$ cat config.mk
export PLATFORM = sky130hd
export DESIGN_NAME = mac_accumulator
export DESIGN_NICKNAME = d
export VERILOG_FILES = /design/src/rtl/mac_accumulator.sv
export SDC_FILE = /design/constraint.sdc
export NUM_CORES = 1
export LEC_CHECK = 0
export CAP_MARGIN = 20
export CORE_MARGIN = 2
export CORE_UTILIZATION = 55
export DETAILED_ROUTE_END_ITERATION = 6
export GPL_TIMING_DRIVEN = 0
export HOLD_SLACK_MARGIN = 0.1
export PLACE_DENSITY = 0.83
export SYNTH_ARGS = -nofsm -noshare
export SYNTH_HDL_FRONTEND = slang
export SYNTH_SLANG_ARGS = --single-unit
$ cat constraint.sdc
create_clock -name clk -period 5 [get_ports clk]
set_clock_uncertainty 0.2 [all_clocks]
set_input_delay 0.75 -clock clk [delete_from_list [all_inputs] [get_ports clk]]
set_output_delay 0.75 -clock clk [all_outputs]
set_load 0.005 [all_outputs]
$ cat src/rtl/mac_accumulator.sv
// mac_accumulator: streaming signed multiply-accumulate with one result per frame.
//
// Ports:
//   clk        system clock, rising edge
//   reset      asynchronous, active-high reset
//   in_valid   operand pair valid
//   in_ready   block can accept a pair (high only while accumulating)
//   in_x       signed operand x (X bits)
//   in_y       signed operand y (Y bits)
//   in_last    this pair closes the frame
//   out_valid  frame result valid
//   out_ready  consumer accepts result
//   acc_out    signed running/frame sum, saturated (ACC bits)
//   overflow   sticky saturation flag for the current frame
//
// Handshake: a transfer happens on a rising edge where valid && ready are both
// high; the producer holds its payload stable while valid is high and ready low.
//
// Datapath: S1 registers the operands, the combinational array_multiplier
// forms the product from S1, S2 registers the product, and the accumulator
// adds it one cycle later with saturation at ACC bits.

module array_multiplier #(
    parameter int X = 8,
    parameter int Y = 8
) (
    input  logic signed [X-1:0]   a,
    input  logic signed [Y-1:0]   b,
    output logic signed [X+Y-1:0] p
);
    localparam int P = X + Y;

    logic signed [P-1:0] a_ext;
    logic signed [P-1:0] b_ext;

    always_comb begin
        a_ext = P'(a);
        b_ext = P'(b);
        p     = a_ext * b_ext;
    end
endmodule

module mac_accumulator #(
    parameter int X   = 8,
    parameter int Y   = 8,
    parameter int ACC = 20
) (
    input  logic                  clk,
    input  logic                  reset,
    input  logic                  in_valid,
    output logic                  in_ready,
    input  logic signed [X-1:0]   in_x,
    input  logic signed [Y-1:0]   in_y,
    input  logic                  in_last,
    output logic                  out_valid,
    input  logic                  out_ready,
    output logic signed [ACC-1:0] acc_out,
    output logic                  overflow
);
    localparam int P = X + Y;

    typedef enum logic [1:0] {
        ST_ACCUM = 2'd0,
        ST_FLUSH = 2'd1,
        ST_DONE  = 2'd2
    } state_t;

    state_t state_q, state_d;

    logic signed [X-1:0]   x_q, x_d;
    logic signed [Y-1:0]   y_q, y_d;
    logic                  s1_last_q, s1_last_d;
    logic                  s1_v_q, s1_v_d;
    logic signed [P-1:0]   prod_q, prod_d;
    logic                  s2_last_q, s2_last_d;
    logic                  s2_v_q, s2_v_d;
    logic signed [ACC-1:0] acc_q, acc_d;
    logic                  ovf_q, ovf_d;

    logic signed [P-1:0]   mul_p;
    logic                  accept;
    logic                  result_taken;
    logic        [ACC:0]   sum;

    localparam logic [ACC-1:0] ACC_MAX = {1'b0, {(ACC-1){1'b1}}};
    localparam logic [ACC-1:0] ACC_MIN = {1'b1, {(ACC-1){1'b0}}};

    array_multiplier #(.X(X), .Y(Y)) u_mul (
        .a (x_q),
        .b (y_q),
        .p (mul_p)
    );

    // ---------------- FSM: state register ----------------
    always_ff @(posedge clk or posedge reset) begin
        if (reset) state_q <= ST_ACCUM;
        else       state_q <= state_d;
    end

    // ---------------- FSM: next state ----------------
    always_comb begin
        state_d = state_q;
        case (state_q)
            ST_ACCUM: if (accept && in_last)      state_d = ST_FLUSH;
            ST_FLUSH: if (s2_v_q && s2_last_q)    state_d = ST_DONE;
            ST_DONE:  if (out_ready)              state_d = ST_ACCUM;
            default:                              state_d = ST_ACCUM;
        endcase
    end

    // ---------------- FSM: outputs ----------------
    always_comb begin
        in_ready  = (state_q == ST_ACCUM);
        out_valid = (state_q == ST_DONE);
    end

    assign accept       = in_valid && in_ready;
    assign result_taken = out_valid && out_ready;

    // ---------------- Datapath next-state ----------------
    always_comb begin
        // S1: capture operands only on an accepted beat
        s1_v_d    = accept;
        x_d       = accept ? in_x    : x_q;
        y_d       = accept ? in_y    : y_q;
        s1_last_d = accept ? in_last : s1_last_q;

        // S2: register product behind a valid S1
        s2_v_d    = s1_v_q;
        prod_d    = s1_v_q ? mul_p     : prod_q;
        s2_last_d = s1_v_q ? s1_last_q : s2_last_q;

        // One extra bit of headroom: the top two bits disagree exactly when
        // the true sum left the ACC-bit signed range.
        sum = {acc_q[ACC-1], acc_q} + {{(ACC+1-P){prod_q[P-1]}}, prod_q};

        acc_d = acc_q;
        ovf_d = ovf_q;
        if (result_taken) begin
            acc_d = '0;
            ovf_d = 1'b0;
        end else if (s2_v_q) begin
            if (sum[ACC] != sum[ACC-1]) begin
                acc_d = sum[ACC] ? ACC_MIN : ACC_MAX;
                ovf_d = 1'b1;
            end else begin
                acc_d = sum[ACC-1:0];
            end
        end
    end

    // ---------------- Datapath registers ----------------
    always_ff @(posedge clk or posedge reset) begin
        if (reset) begin
            x_q       <= '0;
            y_q       <= '0;
            s1_last_q <= 1'b0;
            s1_v_q    <= 1'b0;
            prod_q    <= '0;
            s2_last_q <= 1'b0;
            s2_v_q    <= 1'b0;
            acc_q     <= '0;
            ovf_q     <= 1'b0;
        end else begin
            x_q       <= x_d;
            y_q       <= y_d;
            s1_last_q <= s1_last_d;
            s1_v_q    <= s1_v_d;
            prod_q    <= prod_d;
            s2_last_q <= s2_last_d;
            s2_v_q    <= s2_v_d;
            acc_q     <= acc_d;
            ovf_q     <= ovf_d;
        end
    end

    assign acc_out  = acc_q;
    assign overflow = ovf_q;

endmodule

# After elaboration in Yosys (flattened, before gate mapping)
# Cells that the tools add are included.
# W data, S select, Z words.
[op_classes] eq_ne=6 n_addsub=1 n_mux=11 n_reduce_logical=9 n_mul=1
[ops] operator="$mux W20" n=4
[ops] operator="$add A20 B16 Y21" n=1
[ops] operator="$mul A8 B8 Y16" n=1
[ops] operator="$mux W2" n=3
[ops] operator="$pmux W2 S3" n=1
[ops] operator="$logic_and A1 B1 Y1" n=4
[ops] operator="$ne A2 B1 Y1 const B" n=2
[ops] operator="$reduce_bool A2 Y1" n=2
[ops] operator="$mux W1" n=3
[ops] operator="$reduce_and A3 Y1" n=1
[ops] operator="$eq A2 B1 Y1 const B" n=1
[ops] operator="$eq A2 B2 Y1 const B" n=1
[ops] operator="$logic_not A2 Y1" n=1
[ops] operator="$ne A2 B2 Y1 const B" n=1
[ops] operator="$reduce_and A2 Y1" n=1
[ops] operator="$ne A1 B1 Y1" n=1
[word_totals] in_bits=21 out_inout_bits=23 reg_bits=59 elab_cells=38

# Depth between registers and ports, before layout
[logic_depth] word_depth=5 mapped_depth=19 mapped_depth_nobuf=18

# Cells and area by module
# From an unflattened synthesis, not the netlist that was laid out.
[hier_totals] cells_unflattened=601 area_unflattened_um2=5935.7
[by_module_without_submodules] mod="mac_accumulator" seq_area_each_um2=1476.4 cells_each=313 area_each_um2=3382.0 n_inst=1
[by_module_without_submodules] mod="array_multiplier" seq_area_each_um2=0.0 cells_each=288 area_each_um2=2553.7 n_inst=1

# Least setup slack after synthesis
# OpenSTA, ideal clock, no wires.
[synth_timing] kind="reg2reg" startpoint="register x_q[3]" endpoint="register prod_q[14]" slack_ns=0.229 arrival_time_ns=4.451 n_path_buf=0 setup_ns=0.120 path_stages_with_launch=18 required_ns=4.680 period_less_slack_ns=4.771 cell_sequence="dfrtp_1 > and2_1 > fa_1 > inv_1 > fa_1 > inv_1 > fa_1 > inv_1 > fa_1 > inv_1 > ha_1 > o21ai_0 > a21boi_0 > o21ai_0 > a21boi_0 > o211a_1 > or3_1 > a31o_2"
[synth_between] elab_chain_cells=1
[synth_lines] item="from (decl)" line_no="70" source="logic signed [X-1:0] x_q, x_d;"
[synth_lines] item="from (signal assigned)" line_no="155" source="x_q <= '0;"
[synth_lines] item="from (signal assigned)" line_no="165" source="x_q <= x_d;"
[synth_lines] item="$mul A8 B8 Y16" line_no="39" source="p = a_ext * b_ext;"
[synth_lines] item="to (signal assigned)" line_no="169" source="prod_q <= prod_d;"
[synth_lines] item="to (decl)" line_no="74" source="logic signed [P-1:0] prod_q, prod_d;"
# No other way between the ends.
# A chain may end at the register's enable or synchronous reset.

# Worst setup path after layout
[layout_timing] startpoint="register y_q[3]" endpoint="register prod_q[14]"
[layout_between] elab_chain_cells=1
[layout_lines] item="from (decl)" line_no="71" source="logic signed [Y-1:0] y_q, y_d;"
[layout_lines] item="from (signal assigned)" line_no="166" source="y_q <= y_d;"
[layout_lines] item="$mul A8 B8 Y16" line_no="39"
# No other way between the ends.

==> metrics.md <==
| Metric | Value |
|---|---|
| Status | completed |
| CP most frequent cell | inv_1 |
| Worst relative slew slack | between 50% and 60% |
| Yosys cell types | between 60 and 70 |
| Vias | between 4000 and 5000 |
| Startpoint of the worst hold path | s1_v_q$_DFF_PP0_ |
| Die area | 11600 um2 |
| Cts bufs inserted | 9 |
| Hold WC Path Type | flip-flop to flip-flop |
| CTS tree | done |
| CTS Buffer Depth | 2 |
| Inserted Diodes | 0 |
| Max frequency | approximately 0.21 GHz |
| Hold Crit Depth | 0 |
| Hold Buf Count CTS | 0 |
| P&R area growth vs syn | 15.4% |
| Total congestion overflow | 0 |
| Ys async rst share | 100% |
| Critical path buffers and inverters | 4 |
| Routed vias/inst | between 5 and 6 |
| Post-Place Cells | 781 |
| All-Layer GR Usage | 22.7% |
| Initial core utilization | around 57% |
| Row cnt | 37 |
| Yosys reg bits | 59 |
| Maxcap violations | 0 |
| Tcrit/Tclk final | between 90% and 100% |
| Net count after synthesis | between 700 and 800 |
| DRC viols | 0 |
| CP startpoint kind | flip-flop |
| Largest net degree at the start of global routing | between 40 and 50 |
| Leading cell type in the layout, fill and taps excluded | inv_1 |
| Die width | 108 um |
| Critical path endpoint category | flip-flop |
| Pre-antenna DRT Iters | 4 |
| Most used DFF post-synth | dfrtp_1 |
| Clock sinks | 59 |
| CP top delay family | adder cells |
| Port Buffers | 43 |
| CP max stage cell | fa_2 |
| Worst skew pair latency | approximately 0.35 ns |
| Critical Path, Cell by Cell | and2_4, fa_2, inv_1, fa_1, inv_1, fa_1, inv_1, fa_1, inv_1, ha_1, or3_1, o211a_1, or3_1, a31o_2 |
| Mapped Avg Cell Area | approximately 9.9 um2 |
| Slew Viols, Final | 0 |
| Worst Tran Pin Value | 0.702 ns |
| Cells after synthesis | approximately 600 |
| Crit path from | y_q[3]$_DFFE_PP0P_ |
| First DRT Iteration DRCs | 140 |
| Beginning of the worst register-to-register path | y_q[3]$_DFFE_PP0P_ |
| CTS root buf | clkbuf_8 |
| Final wirelength | about 12 mm |
| Max Fanout on Critical Path | 8 |
| Finished Layout Cells | just over 800 |
| Io pins | 44 |
| Final #Nets | 792 |
| Initial antenna violation count | 0 |
| Worst R2R Path Depth | 14 |
| Share of cells above drive strength 1 | 17.3% |
| GPL Wtd Cong | slightly above 0.9 |
| HPWL Detailed | roughly 9.5 mm |
| WP depth | 14 |
| Final Setup Violations | 0 |
| Vias in the first global route | approximately 4700 |
| Die H | roughly 110 um |
| Critical Path AT | 4.86 ns |
| Syn. warnings | 0 |
| Core region area | around 10000 um2 |
| Cell Area, Synth | 5930 um2 |
| Largest stage delay, worst path | around 0.60 ns |
| H-tree lvl count | 3 |
| Required time worst endpoint | roughly 5.0 ns |
| Routed Antenna Nets | 0 |
| Sequential share of the synthesized area | between 20 and 25% |
| First-pass GRT wire length | approximately 21 mm |
| WL/cell | roughly 15 um |
| Final Hold Fails | 0 |
| Clock transition at the registers of the reported paths | 0.08 ns |
| Most frequent cells in the layout | inv_1 (87), nand2_1 (59), fa_1 (55) |
| Post-synth EDFFs | 0 |
| Crit Path Class | flip-flop to flip-flop |
| Min Tclk post-route | 4.82 ns |
## state kept, by name, indices dropped and copies added, names as in the netlist
register,cells
state_q,2
s1_v_q,1
s2_v_q,1
overflow,1
acc_out,20
x_q,8
y_q,8
s1_last_q,1
prod_q,16
s2_last_q,1
## cell usage after synthesis, types with 2 or more instances
library cell	n	share of area [%]
inv_1	88	5.6
nand2_1	60	3.8
dfrtp_1	59	25
fa_1	56	19
ha_1	49	10
and2_1	37	3.9
a21oi_1	36	3.0
mux2_2	26	4.9
nor2_1	24	1.5
xnor2_1	18	2.7
a22oi_2	17	3.6
o21ai_0	13	1.1
nor3_1	10	0.84
a21o_1	7	0.89
nor2b_1	7	0.74
xor2_1	7	1.0
nand2b_1	6	0.63
o21a_1	6	0.76
a21boi_0	5	0.63
clkbuf_1	5	0.32
nand3_1	5	0.42
and3_2	4	0.51
clkbuf_8	3	0.70
mux2i_1	3	0.51
o31ai_1	3	0.38
a2111oi_0	2	0.30
a211o_1	2	0.30
a211oi_1	2	0.25
a31o_2	2	0.30
and2_2	2	0.25
and3_1	2	0.21
buf_6	2	0.38
o211ai_1	2	0.25
o21ai_1	2	0.17
o21ai_2	2	0.30
or3_1	2	0.21
## timing repair
item,CTS,global route
gates resized for setup,9,13
pin swaps,0,2
setup endpoints to repair,3,4
buffers inserted,0,11
## final timing paths
| path | end | slack, ns |
|---|---|---|
| min reg2reg | s2_v_q$_DFF_PP0_ | 0.22 |
| max in group asynchronous | acc_out[14]$_DFFE_PP0P_ | 3.56 |
| min | s2_v_q$_DFF_PP0_ | 0.22 |
| min in group asynchronous | y_q[0]$_DFFE_PP0P_ | 0.49 |
| max reg2reg | prod_q[14]$_DFFE_PP0P_ | 0.18 |
| max | prod_q[14]$_DFFE_PP0P_ | 0.18 |
## final cells by class
type,instances,area (um2)
Tap cell,136,170
Sequential cell,59,1490
Timing Repair Buffer,55,533
Fill cell,791,3530
Clock inverter,7,45.0
Multi-Input combinational cell,442,4050
Clock buffer,9,124
Inverter,88,330
Buffer,11,93.8
## worst reg2reg max path, cell delays in order, from the launching register on
cell and delay, ns:
dfrtp_2 0.48, and2_4 0.19, fa_2 0.60, inv_1 0.11, fa_1 0.54, inv_1 0.06, fa_1 0.54, inv_1 0.06
fa_1 0.53, inv_1 0.04, ha_1 0.23, or3_1 0.38, o211a_1 0.21, or3_1 0.31, a31o_2 0.24
## metrics by stage
| step | util, % | setup slack (ns) | TNS [ns] | instance area (um2) | hold WS (ns) |
|---|---|---|---|---|---|
| 2_1_floorplan | - | 0.229 | 0 | 5930 | 0.152 |
| 3_3_place_gp | 62.9 | -0.0631 | -0.0631 | 6530 | 0.201 |
| 3_5_place_dp | 63.1 | -0.212 | -0.344 | 6550 | 0.198 |
| 4_1_cts | 64.8 | 0.000470 | 0 | 6720 | 0.223 |
| 5_1_grt | 65.9 | -0.0111 | -0.0159 | 6840 | 0.253 |
| 6_report | 65.9 | 0.176 | 0 | 6840 | 0.220 |
## layer usage
metal  track usage [%]  vias up  share of wire [%]
li1                  -     2132                  -
met1              27.6     2147                 43
met2              40.7      118                 51
met3              3.45       28                3.5
met4              7.97        0                2.3
met5                 0        -                  0
## logic make-up after synthesis
logic type	Yosys count	synth area share, %
compound gates	117	15.4
simple gates	166	14.0
mux	29	5.45
fa+ha+maj	105	29.3
flops	59	24.9
buf+inv	100	7.22
xor+xnor	25	3.70
Power is left out: the tool's default activity adds up to more than one toggle a clock period on the data nets, which glitch-free logic cannot reach.
